[src/rtl/mult_pkg.sv]
// Shared types and helpers for the sequential Booth multiplier family.
// Provides the FSM state type, default operand width and counter sizing.
package mult_pkg;

  localparam int MULT_N = 9;

  typedef enum logic [1:0] {
    IDLE = 2'd0,
    RUN  = 2'd1,
    DONE = 2'd2
  } state_e;

  // Bits needed to count 0..n-1; never less than one bit.
  function automatic int clog2(input int n);
    int r;
    r = 0;
    for (int i = 0; i < 31; i++) begin
      if ((1 << i) < n) r = i + 1;
    end
    return (r < 1) ? 1 : r;
  endfunction

endpackage

[src/rtl/booth_seq_mult_if.sv]
// Operand/product valid-ready bundle between the operand register stage,
// the Booth multiplier and the MACC accumulator.
interface booth_seq_mult_if #(
  parameter int N = mult_pkg::MULT_N
);
  logic           in_valid;
  logic           in_ready;
  logic [N-1:0]   a;
  logic [N-1:0]   b;
  logic           out_valid;
  logic           out_ready;
  logic [2*N-1:0] p;

  modport master (
    output in_valid, a, b, out_ready,
    input  in_ready, out_valid, p
  );

  modport slave (
    input  in_valid, a, b, out_ready,
    output in_ready, out_valid, p
  );
endinterface

[src/rtl/booth_step.sv]
// One radix-2 Booth iteration: conditional add/subtract of M into A, then an
// arithmetic right shift of {A,Q,q_1}. Purely combinational.
module booth_step #(
  parameter int N = mult_pkg::MULT_N
) (
  input  logic [N:0]   acc_i,
  input  logic [N-1:0] q_i,
  input  logic         q1_i,
  input  logic [N:0]   m_i,
  output logic [N:0]   acc_o,
  output logic [N-1:0] q_o,
  output logic         q1_o
);

  logic [N:0] sum;

  always_comb begin
    sum = acc_i;
    unique case ({q_i[0], q1_i})
      2'b01:   sum = acc_i + m_i;
      2'b10:   sum = acc_i - m_i;
      default: sum = acc_i;
    endcase
  end

  // Sign of the widened accumulator is replicated into the vacated MSB.
  assign acc_o = {sum[N], sum[N:1]};
  assign q_o   = {sum[0], q_i[N-1:1]};
  assign q1_o  = q_i[0];

endmodule

[src/rtl/booth_seq_mult.sv]
// Sequential radix-2 Booth multiplier: N iteration cycles per signed product,
// valid/ready on both sides, one operation in flight at a time.
module booth_seq_mult
  import mult_pkg::*;
#(
  parameter int N = MULT_N
) (
  input logic             clk,
  input logic             rst,
  booth_seq_mult_if.slave bus
);

  localparam int            CW       = clog2(N);
  localparam logic [CW-1:0] CNT_LAST = CW'(N - 1);

  state_e         state_q, state_d;
  logic [CW-1:0]  cnt_q, cnt_d;
  logic [N:0]     m_q, m_d;
  logic [N:0]     acc_q, acc_d;
  logic [N-1:0]   q_q, q_d;
  logic           q1_q, q1_d;
  logic [2*N-1:0] p_q, p_d;

  logic [N:0]     step_acc;
  logic [N-1:0]   step_q;
  logic           step_q1;

  booth_step #(.N(N)) u_step (
    .acc_i (acc_q),
    .q_i   (q_q),
    .q1_i  (q1_q),
    .m_i   (m_q),
    .acc_o (step_acc),
    .q_o   (step_q),
    .q1_o  (step_q1)
  );

  always_comb begin
    state_d = state_q;
    cnt_d   = cnt_q;
    m_d     = m_q;
    acc_d   = acc_q;
    q_d     = q_q;
    q1_d    = q1_q;
    p_d     = p_q;
    unique case (state_q)
      IDLE: begin
        if (bus.in_valid) begin
          m_d     = {bus.a[N-1], bus.a};
          q_d     = bus.b;
          acc_d   = '0;
          q1_d    = 1'b0;
          cnt_d   = '0;
          state_d = RUN;
        end
      end
      RUN: begin
        acc_d = step_acc;
        q_d   = step_q;
        q1_d  = step_q1;
        cnt_d = cnt_q + 1'b1;
        // Final step: product is the low 2N bits of the shifted {A,Q}.
        if (cnt_q == CNT_LAST) begin
          state_d = DONE;
          p_d     = {step_acc[N-1:0], step_q};
        end
      end
      DONE: begin
        if (bus.out_ready) state_d = IDLE;
      end
      default: state_d = IDLE;
    endcase
  end

  always_ff @(posedge clk) begin
    if (rst) begin
      state_q <= IDLE;
      cnt_q   <= '0;
      m_q     <= '0;
      acc_q   <= '0;
      q_q     <= '0;
      q1_q    <= 1'b0;
      p_q     <= '0;
    end else begin
      state_q <= state_d;
      cnt_q   <= cnt_d;
      m_q     <= m_d;
      acc_q   <= acc_d;
      q_q     <= q_d;
      q1_q    <= q1_d;
      p_q     <= p_d;
    end
  end

  assign bus.in_ready  = (state_q == IDLE);
  assign bus.out_valid = (state_q == DONE);
  assign bus.p         = p_q;

endmodule

[src/flat_wrapper.sv]
// flat-port wrapper written by rule: the top's interface ports become plain ports
module booth_seq_mult_flat import mult_pkg::*;
#(
  parameter int N = MULT_N
)
  (clk, rst, bus_in_valid, bus_a, bus_b, bus_out_ready, bus_in_ready, bus_out_valid, bus_p);
  booth_seq_mult_if #(.N(N)) bus_i ();
  input logic clk;
  input logic rst;
  input wire logic [$bits(bus_i.in_valid)-1:0] bus_in_valid;
  input wire logic [$bits(bus_i.a)-1:0] bus_a;
  input wire logic [$bits(bus_i.b)-1:0] bus_b;
  input wire logic [$bits(bus_i.out_ready)-1:0] bus_out_ready;
  output wire logic [$bits(bus_i.in_ready)-1:0] bus_in_ready;
  output wire logic [$bits(bus_i.out_valid)-1:0] bus_out_valid;
  output wire logic [$bits(bus_i.p)-1:0] bus_p;
  assign bus_i.in_valid = bus_in_valid;
  assign bus_i.a = bus_a;
  assign bus_i.b = bus_b;
  assign bus_i.out_ready = bus_out_ready;
  assign bus_in_ready = bus_i.in_ready;
  assign bus_out_valid = bus_i.out_valid;
  assign bus_p = bus_i.p;
  booth_seq_mult #(.N(N)) u_core (.clk(clk), .rst(rst), .bus(bus_i));
endmodule
[config.mk]
export PLATFORM = sky130hd
export DESIGN_NAME = booth_seq_mult_flat
export DESIGN_NICKNAME = d
export VERILOG_FILES = /design/src/rtl/mult_pkg.sv /design/src/rtl/booth_seq_mult_if.sv /design/src/rtl/booth_step.sv /design/src/rtl/booth_seq_mult.sv /design/src/flat_wrapper.sv
export SDC_FILE = /design/constraint.sdc
export NUM_CORES = 1
export LEC_CHECK = 0
export ABC_CLOCK_PERIOD_IN_PS = 7700
export BUFFER_PORTS_ARGS = -buffer_cell sky130_fd_sc_hd__buf_2
export CAP_MARGIN = 0
export CORE_UTILIZATION = 61
export DETAILED_ROUTE_END_ITERATION = 8
export PLACE_DENSITY_LB_ADDON = 0.3
export SYNTH_ARGS = -nofsm -noshare
export SYNTH_HDL_FRONTEND = slang
export SYNTH_SLANG_ARGS = --single-unit
[constraint.sdc]
create_clock -name clk -period 7.7 [get_ports clk]
set_input_delay 0.385 -clock clk [delete_from_list [all_inputs] [get_ports clk]]
set_output_delay 0.385 -clock clk [all_outputs]
set_load 0.05 [all_outputs]
==> results of run 1 <==
==> worst min-delay path, stage by stage <==
cell,delay (ns)
buf_2,0.09
nand2_1,0.04
a21oi_1,0.05
==> worst max path at each step <==
| stage | startpoint | end | slack, ns |
|---|---|---|---|
| 3_5_place_dp | u_core.q_q[0]$_SDFFE_PP0P_ | u_core.acc_q[5]$_SDFFE_PP0P_ | 4.72 |
| 5_1_grt | u_core.q1_q$_SDFFE_PP0P_ | u_core.acc_q[5]$_SDFFE_PP0P_ | 4.38 |
| 2_1_floorplan | u_core.m_q[0]$_SDFFE_PP0P_ | u_core.bus.p[17]$_SDFFE_PP0P_ | 4.92 |
| 4_1_cts | u_core.q_q[0]$_SDFFE_PP0P_ | u_core.bus.p[14]$_SDFFE_PP0P_ | 4.58 |
| 6_report | u_core.q_q[0]$_SDFFE_PP0P_ | u_core.acc_q[5]$_SDFFE_PP0P_ | 4.58 |
| 3_3_place_gp | u_core.q_q[0]$_SDFFE_PP0P_ | u_core.bus.p[14]$_SDFFE_PP0P_ | 4.77 |
==> cell usage after synthesis (2+ instances only) <==
master,count,area [um^2]
o21ai_0,6,30.0
nand2_1,74,278
a311oi_1,8,70.1
and2_1,2,12.5
nor2b_1,8,50.1
o21a_1,5,37.5
o211ai_1,3,22.5
dfxtp_1,52,1040
a2111oi_0,2,17.5
nor4_1,2,12.5
ha_1,13,163
xnor2_1,8,70.1
a31oi_1,2,12.5
a211oi_1,5,37.5
o31ai_1,3,22.5
a21o_1,5,37.5
mux2i_1,2,20.0
or2_2,3,18.8
nor3_1,11,55.1
nor2_1,30,113
nand3_1,11,55.1
inv_1,12,45.0
clkbuf_1,21,78.8
a21oi_1,40,200
nand2b_1,5,31.3
==> registers in the layout, summed over array words and instances, names as in the netlist <==
name	cells
u_core.acc_q	9
u_core.bus.p	18
u_core.cnt_q	4
u_core.m_q	9
u_core.q1_q	1
u_core.q_q	9
u_core.state_q	2
==> layer usage <==
| layer | global-route usage | up-vias |
|---|---|---|
| li1 | - | 1266 |
| met1 | 0.337 | 1099 |
| met2 | 0.415 | 73 |
| met3 | 0.0483 | 9 |
| met4 | 0.128 | 0 |
| met5 | 0 | - |
==> per-stage QoR <==
step	util	hold slack, ns
after floorplan	-	0.445
after global placement	0.703	0.438
after detailed placement	0.703	0.443
after CTS	0.730	0.308
after global routing	0.730	0.302
final	0.730	0.309
==> cell type report <==
class,instances,area share
well taps,50,0.0208
flip-flops and latches,52,0.347
clock buffers,6,0.0242
repair buffers,43,0.0733
clock inverters,2,0.0129
multi-input cells,264,0.507
inverters,12,0.0150
==> power groups by stage <==
stage               logic [mW]  clock network [mW]  registers [mW]
finish                   0.153               0.188           0.291
global route             0.171               0.203           0.292
CTS                      0.152               0.193           0.291
detailed placement       0.149                   0           0.297
global placement         0.144                   0           0.296
floorplan                0.121                   0           0.294
==> cells by family after synthesis <==
family	count (synthesis)	synth area share
mux	3	0.0116
fa+ha+maj	14	0.0678
compound gates	86	0.206
simple gates	152	0.250
xor+xnor	9	0.0292
flops	52	0.386
buf+inv	35	0.0492
==> flow_metrics.env, run 1 <==
export IMPL_ys_ff_latch=52
export IMPL_start_util=0.655
export IMPL_hp_start="bus_a[5]"
export IMPL_fin_crit_sh=0.405
export IMPL_worstSetupEndpointType="flop"
export IMPL_avgViaCountPerCell=5.70
export IMPL_wl_met3_um=310
export IMPL_nFillCells=358
export IMPL_place_inst=421
export IMPL_synth_ff_type="dfxtp_1"
export IMPL_fin_total_pwr_mw=0.632
export IMPL_num_antenna_cells=0
export IMPL_clk_latency_ns=0.31
export IMPL_finalHoldViolCount=0
export IMPL_grt_pass1_wl_mm=9.08
export IMPL_async_flop_share=0
export IMPL_ys_seq_area_frac=0.386
export IMPL_switching_power_mw=0.192
export IMPL_hold_buffers=0
export IMPL_r2r_start="u_core.q_q[0]$_SDFFE_PP0P_"
export IMPL_setup_ws_ns=4.58
export IMPL_fmax_mhz=320
export IMPL_clock_skew_ns=0.00917
export IMPL_htree_levels=2
export IMPL_clkPwrFrac=0.298
export IMPL_grt_pass1_vias=2067
export IMPL_syn_inst=351
export IMPL_vdd_drop_max_mv=0.120
export IMPL_worstHoldPathType="in2reg"
export IMPL_holdPathStages=3
export IMPL_io_buffers=41
export IMPL_dieHeight_um=68.5
export IMPL_place_congestion=0.859
export IMPL_required_ns=7.85
export IMPL_antenna_found_initial=0
export IMPL_clockBufferDepth=2
export IMPL_wl_mm=5.71
export IMPL_synth_edf_count=0
export IMPL_ys_warn_count=0
export IMPL_cellInternalPower_mw=0.440
export IMPL_met2WireLength_mm=2.71
export IMPL_post_cts_repair_setup_buffers=0
export IMPL_crit_path_top_delay_cell="a2111oi_0"
export IMPL_grt_max_degree=53
export IMPL_pwr_share_seq=0.460
export IMPL_drc=0
export IMPL_combPwrFrac=0.242
export IMPL_dieArea_um2=4690
export IMPL_grt_overflow_total=0
export IMPL_grt_setup_unrepaired="no"
export IMPL_setup_viol=0
export IMPL_max_slew_margin=0.337
export IMPL_core_area_um2=4120
export IMPL_syn_num_nets=387
export IMPL_placed_area_um2=2890
export IMPL_ys_types=43
export IMPL_root_buffer="clkbuf_8"
export IMPL_rows=23
export IMPL_drtPass1Iterations=4
export IMPL_syn_to_final_growth_pct=11.4
export IMPL_holdPathEnd="u_core.m_q[5]$_SDFFE_PP0P_"
export IMPL_r2r_end="u_core.acc_q[5]$_SDFFE_PP0P_"
export IMPL_fin_crit_ns=3.12
export IMPL_drt_initial_drc_count=172
export IMPL_worst_slew_pin_slew_ns=0.994
export IMPL_cts_buffers=5
export IMPL_path_clk_slew_ns=0.09
export IMPL_clkSinkCount=52
export IMPL_ff2ff_path_depth=9
export IMPL_multi_input_area_um2=1520
export IMPL_drive_gt1_frac=0.156
export IMPL_highest_layer="met4"
export IMPL_die_x_um=68.5
export IMPL_crit_arrival_ns=3.27
export IMPL_design_area_um2=3000
export IMPL_status="finished, final reports clean"
export IMPL_crit_cells=9
export IMPL_switching_share=0.304
export IMPL_synthesis_area_um2=2700
export IMPL_finalMaxSlewViolations=0
export IMPL_ant_nets=0
export IMPL_postCtsResizedCells=0
export IMPL_pwr_density_cell_nw_per_um2=211
export IMPL_crit_path_start_kind="flop"
export IMPL_ioPinCount=42
export IMPL_track_usage=0.262
export IMPL_met1_length_mm=2.58
export IMPL_reg2reg_slack_ns=4.58
export IMPL_layout_commonest_cell="nand2_1"
export IMPL_place_ws_ns=4.72
export IMPL_synth_area_per_cell_um2=7.68
export IMPL_cp_slowest_stage_delay_ns=0.68
export IMPL_cp_num_buf_inv=0
export IMPL_detail_route_wl_per_cell_um=13.3
export IMPL_crit_top_cell="o21a_1"
export IMPL_final_cells=429
export IMPL_fin_nets=414
export IMPL_worst_path_max_fanout=9
export IMPL_cap_violations=0
export IMPL_path_class="reg2reg"
export IMPL_path_cells="ha_1, mux2_2, fa_1, nor2b_1, o21a_1, o21a_1, nor4_1, a2111oi_0, a211oi_1"
export IMPL_fin_setup_tns_ns=0
export IMPL_ff_latch_area_um2=1040
export IMPL_cts_tree="yes"
export IMPL_layout_common_cells="nand2_1, dfxtp_1, buf_2, a21oi_1, nor2_1"
export IMPL_crit_family="compound AO/OA/AOI/OAI gates"
export IMPL_dp_final_hpwl_mm=3.98
export IMPL_num_vias=2447
export IMPL_cellLeakagePower_nw=1.21
No activity file was read; power rests on OpenSTA's default activity.
==> run 2, diff against run 1 <==
Settings changed: ABC_CLOCK_PERIOD_IN_PS 7700 to 3200, CORE_UTILIZATION 61 to 56.
Clock period 7.7 ns to 3.2 ns, I/O delays scaled along.
==> run 2 against run 1 <==
  * The run now ends with DRC left
  * Core utilization decreased by 5.8 points
  * Die area increased by 8.7%
  * First-iteration DRC count shrank 30%
  * Sequential power increased by 140%
  * Hold slack got worse by 0.22 ns
  * Global-route usage decreased by 2.4 points
  * Total power increased by 140%
  * Highest routed layer unchanged
==> flow_metrics.env, run 2 (synthesized netlist as in run 1, its figures left out) <==
export IMPL_status="complete, but fails checks"
export IMPL_violations="DRC"
export IMPL_max_slew_margin=0.339
export IMPL_setup_ws_ns=0.226
export IMPL_grt_pass1_vias=2202
export IMPL_path_class="reg2reg"
export IMPL_worst_slew_pin_slew_ns=0.989
export IMPL_track_usage=0.238
export IMPL_core_area_um2=4500
export IMPL_holdPathStages=3
export IMPL_r2r_end="u_core.bus.p[17]$_SDFFE_PP0P_"
export IMPL_finalMaxSlewViolations=0
export IMPL_holdPathEnd="u_core.m_q[5]$_SDFFE_PP0P_"
export IMPL_cts_buffers=5
export IMPL_hold_buffers=0
export IMPL_finalHoldViolCount=0
export IMPL_worstHoldPathType="in2reg"
export IMPL_r2r_start="u_core.m_q[0]$_SDFFE_PP0P_"
export IMPL_num_vias=2433
export IMPL_drt_initial_drc_count=121
export IMPL_root_buffer="clkbuf_8"
export IMPL_rows=24
export IMPL_worst_path_max_fanout=6
export IMPL_place_ws_ns=0.196
export IMPL_clkSinkCount=52
export IMPL_grt_setup_unrepaired="no"
export IMPL_wl_mm=5.65
export IMPL_drtPass1Iterations=6
export IMPL_layout_commonest_cell="nand2_1"
export IMPL_design_area_um2=3030
export IMPL_detail_route_wl_per_cell_um=13.1
export IMPL_num_antenna_cells=0
export IMPL_final_cells=432
export IMPL_antenna_found_initial=0
export IMPL_fin_crit_sh=0.929
export IMPL_grt_overflow_total=0
export IMPL_clock_skew_ns=0.0115
export IMPL_start_util=0.599
export IMPL_cellLeakagePower_nw=1.22
export IMPL_hp_start="bus_a[5]"
export IMPL_cap_violations=0
export IMPL_io_buffers=41
export IMPL_dieArea_um2=5100
export IMPL_setup_viol=0
export IMPL_fin_nets=415
export IMPL_die_x_um=71.4
export IMPL_fin_crit_ns=2.97
export IMPL_cts_tree="yes"
export IMPL_required_ns=3.42
export IMPL_htree_levels=2
export IMPL_largest_reg_flops=18
export IMPL_syn_to_final_growth_pct=12.3
export IMPL_drive_gt1_frac=0.163
export IMPL_crit_arrival_ns=3.20
export IMPL_crit_path_start_kind="flop"
export IMPL_fmax_mhz=336
export IMPL_path_clk_slew_ns=0.09
export IMPL_vdd_drop_max_mv=0.344
export IMPL_dp_final_hpwl_mm=3.96
export IMPL_ioPinCount=42
export IMPL_pwr_density_cell_nw_per_um2=509
export IMPL_dieHeight_um=71.4
export IMPL_fin_setup_tns_ns=0
export IMPL_clk_latency_ns=0.31
export IMPL_ant_nets=0
export IMPL_avgViaCountPerCell=5.63
export IMPL_layout_common_cells="nand2_1, dfxtp_1, buf_2, a21oi_1, nor2_1"
export IMPL_ff2ff_path_depth=13
export IMPL_place_inst=424
export IMPL_worstSetupEndpointType="flop"
export IMPL_place_congestion=0.808
export IMPL_grt_max_degree=53
export IMPL_drc=3
export IMPL_grt_pass1_wl_mm=9.85
export IMPL_placed_area_um2=2900
export IMPL_clockBufferDepth=2
export IMPL_reg2reg_slack_ns=0.23
==> run 2: area by class of cell <==
class,count,area (um^2)
clock buffers,6,82.6
clock inverters,2,38.8
fillers,377,1480
inverters,12,45.0
multi-input cells,264,1530
flip-flops and latches,52,1040
well taps,52,65.1
repair buffers,44,228
==> run 2: worst max path at each step <==
stage,start,to,slack [ns],cells after the start
after CTS,u_core.q_q[0]$_SDFFE_PP0P_,u_core.bus.p[14]$_SDFFE_PP0P_,0.13,9
after global routing,u_core.q_q[0]$_SDFFE_PP0P_,u_core.bus.p[14]$_SDFFE_PP0P_,0.03,9
after floorplan,u_core.m_q[0]$_SDFFE_PP0P_,u_core.bus.p[17]$_SDFFE_PP0P_,0.42,13
after global placement,u_core.q_q[0]$_SDFFE_PP0P_,u_core.bus.p[14]$_SDFFE_PP0P_,0.23,9
after detailed placement,u_core.q_q[0]$_SDFFE_PP0P_,u_core.bus.p[14]$_SDFFE_PP0P_,0.20,9
final,u_core.m_q[0]$_SDFFE_PP0P_,u_core.bus.p[17]$_SDFFE_PP0P_,0.23,13
==> run 2: timing repair <==
action,4_1_cts,5_1_grt
resized for setup,0,2
buffers inserted,0,0
setup endpoints to repair,0,2
==> run 2: report_power, final <==
| group | switching (mW) | total [mW] | internal (mW) |
|---|---|---|---|
| Clock | 0.216 | 0.472 | 0.256 |
| Combinational | 0.216 | 0.368 | 0.152 |
| Sequential | 0.0255 | 0.700 | 0.674 |
==> run 2: metal layers <==
| metal | global-route usage | vias to the layer above | part of all wire | routed length (um) |
|---|---|---|---|---|
| li1 | - | 1264 | - | - |
| met1 | 0.319 | 1113 | 0.49 | 2750 |
| met2 | 0.401 | 52 | 0.47 | 2670 |
| met3 | 0.0380 | 4 | 0.035 | 200 |
| met4 | 0.0600 | 0 | 0.0060 | 34 |
| met5 | 0 | - | 0 | 0 |
==> run 2: through the flow <==
step                power [mW]   util  hold slack, ns
finish                    1.54  0.672          0.0889
global route              1.63  0.672          0.0887
CTS                       1.54  0.671          0.0851
detailed placement        1.07  0.644           0.406
global placement          1.07  0.644           0.402
floorplan                0.999      -           0.296
==> run 2: critical path, stage by stage (launching register included) <==
cell      delay (ns)
dfxtp_1         0.35
inv_1           0.07
ha_1            0.20
nand2_1         0.08
nor3_1          0.14
nor2_1          0.07
xnor2_1         0.13
ha_1            0.34
a21o_1          0.20
a21o_1          0.22
a21o_1          0.20
or4_4           0.50
a21o_1          0.20
a311oi_2        0.21
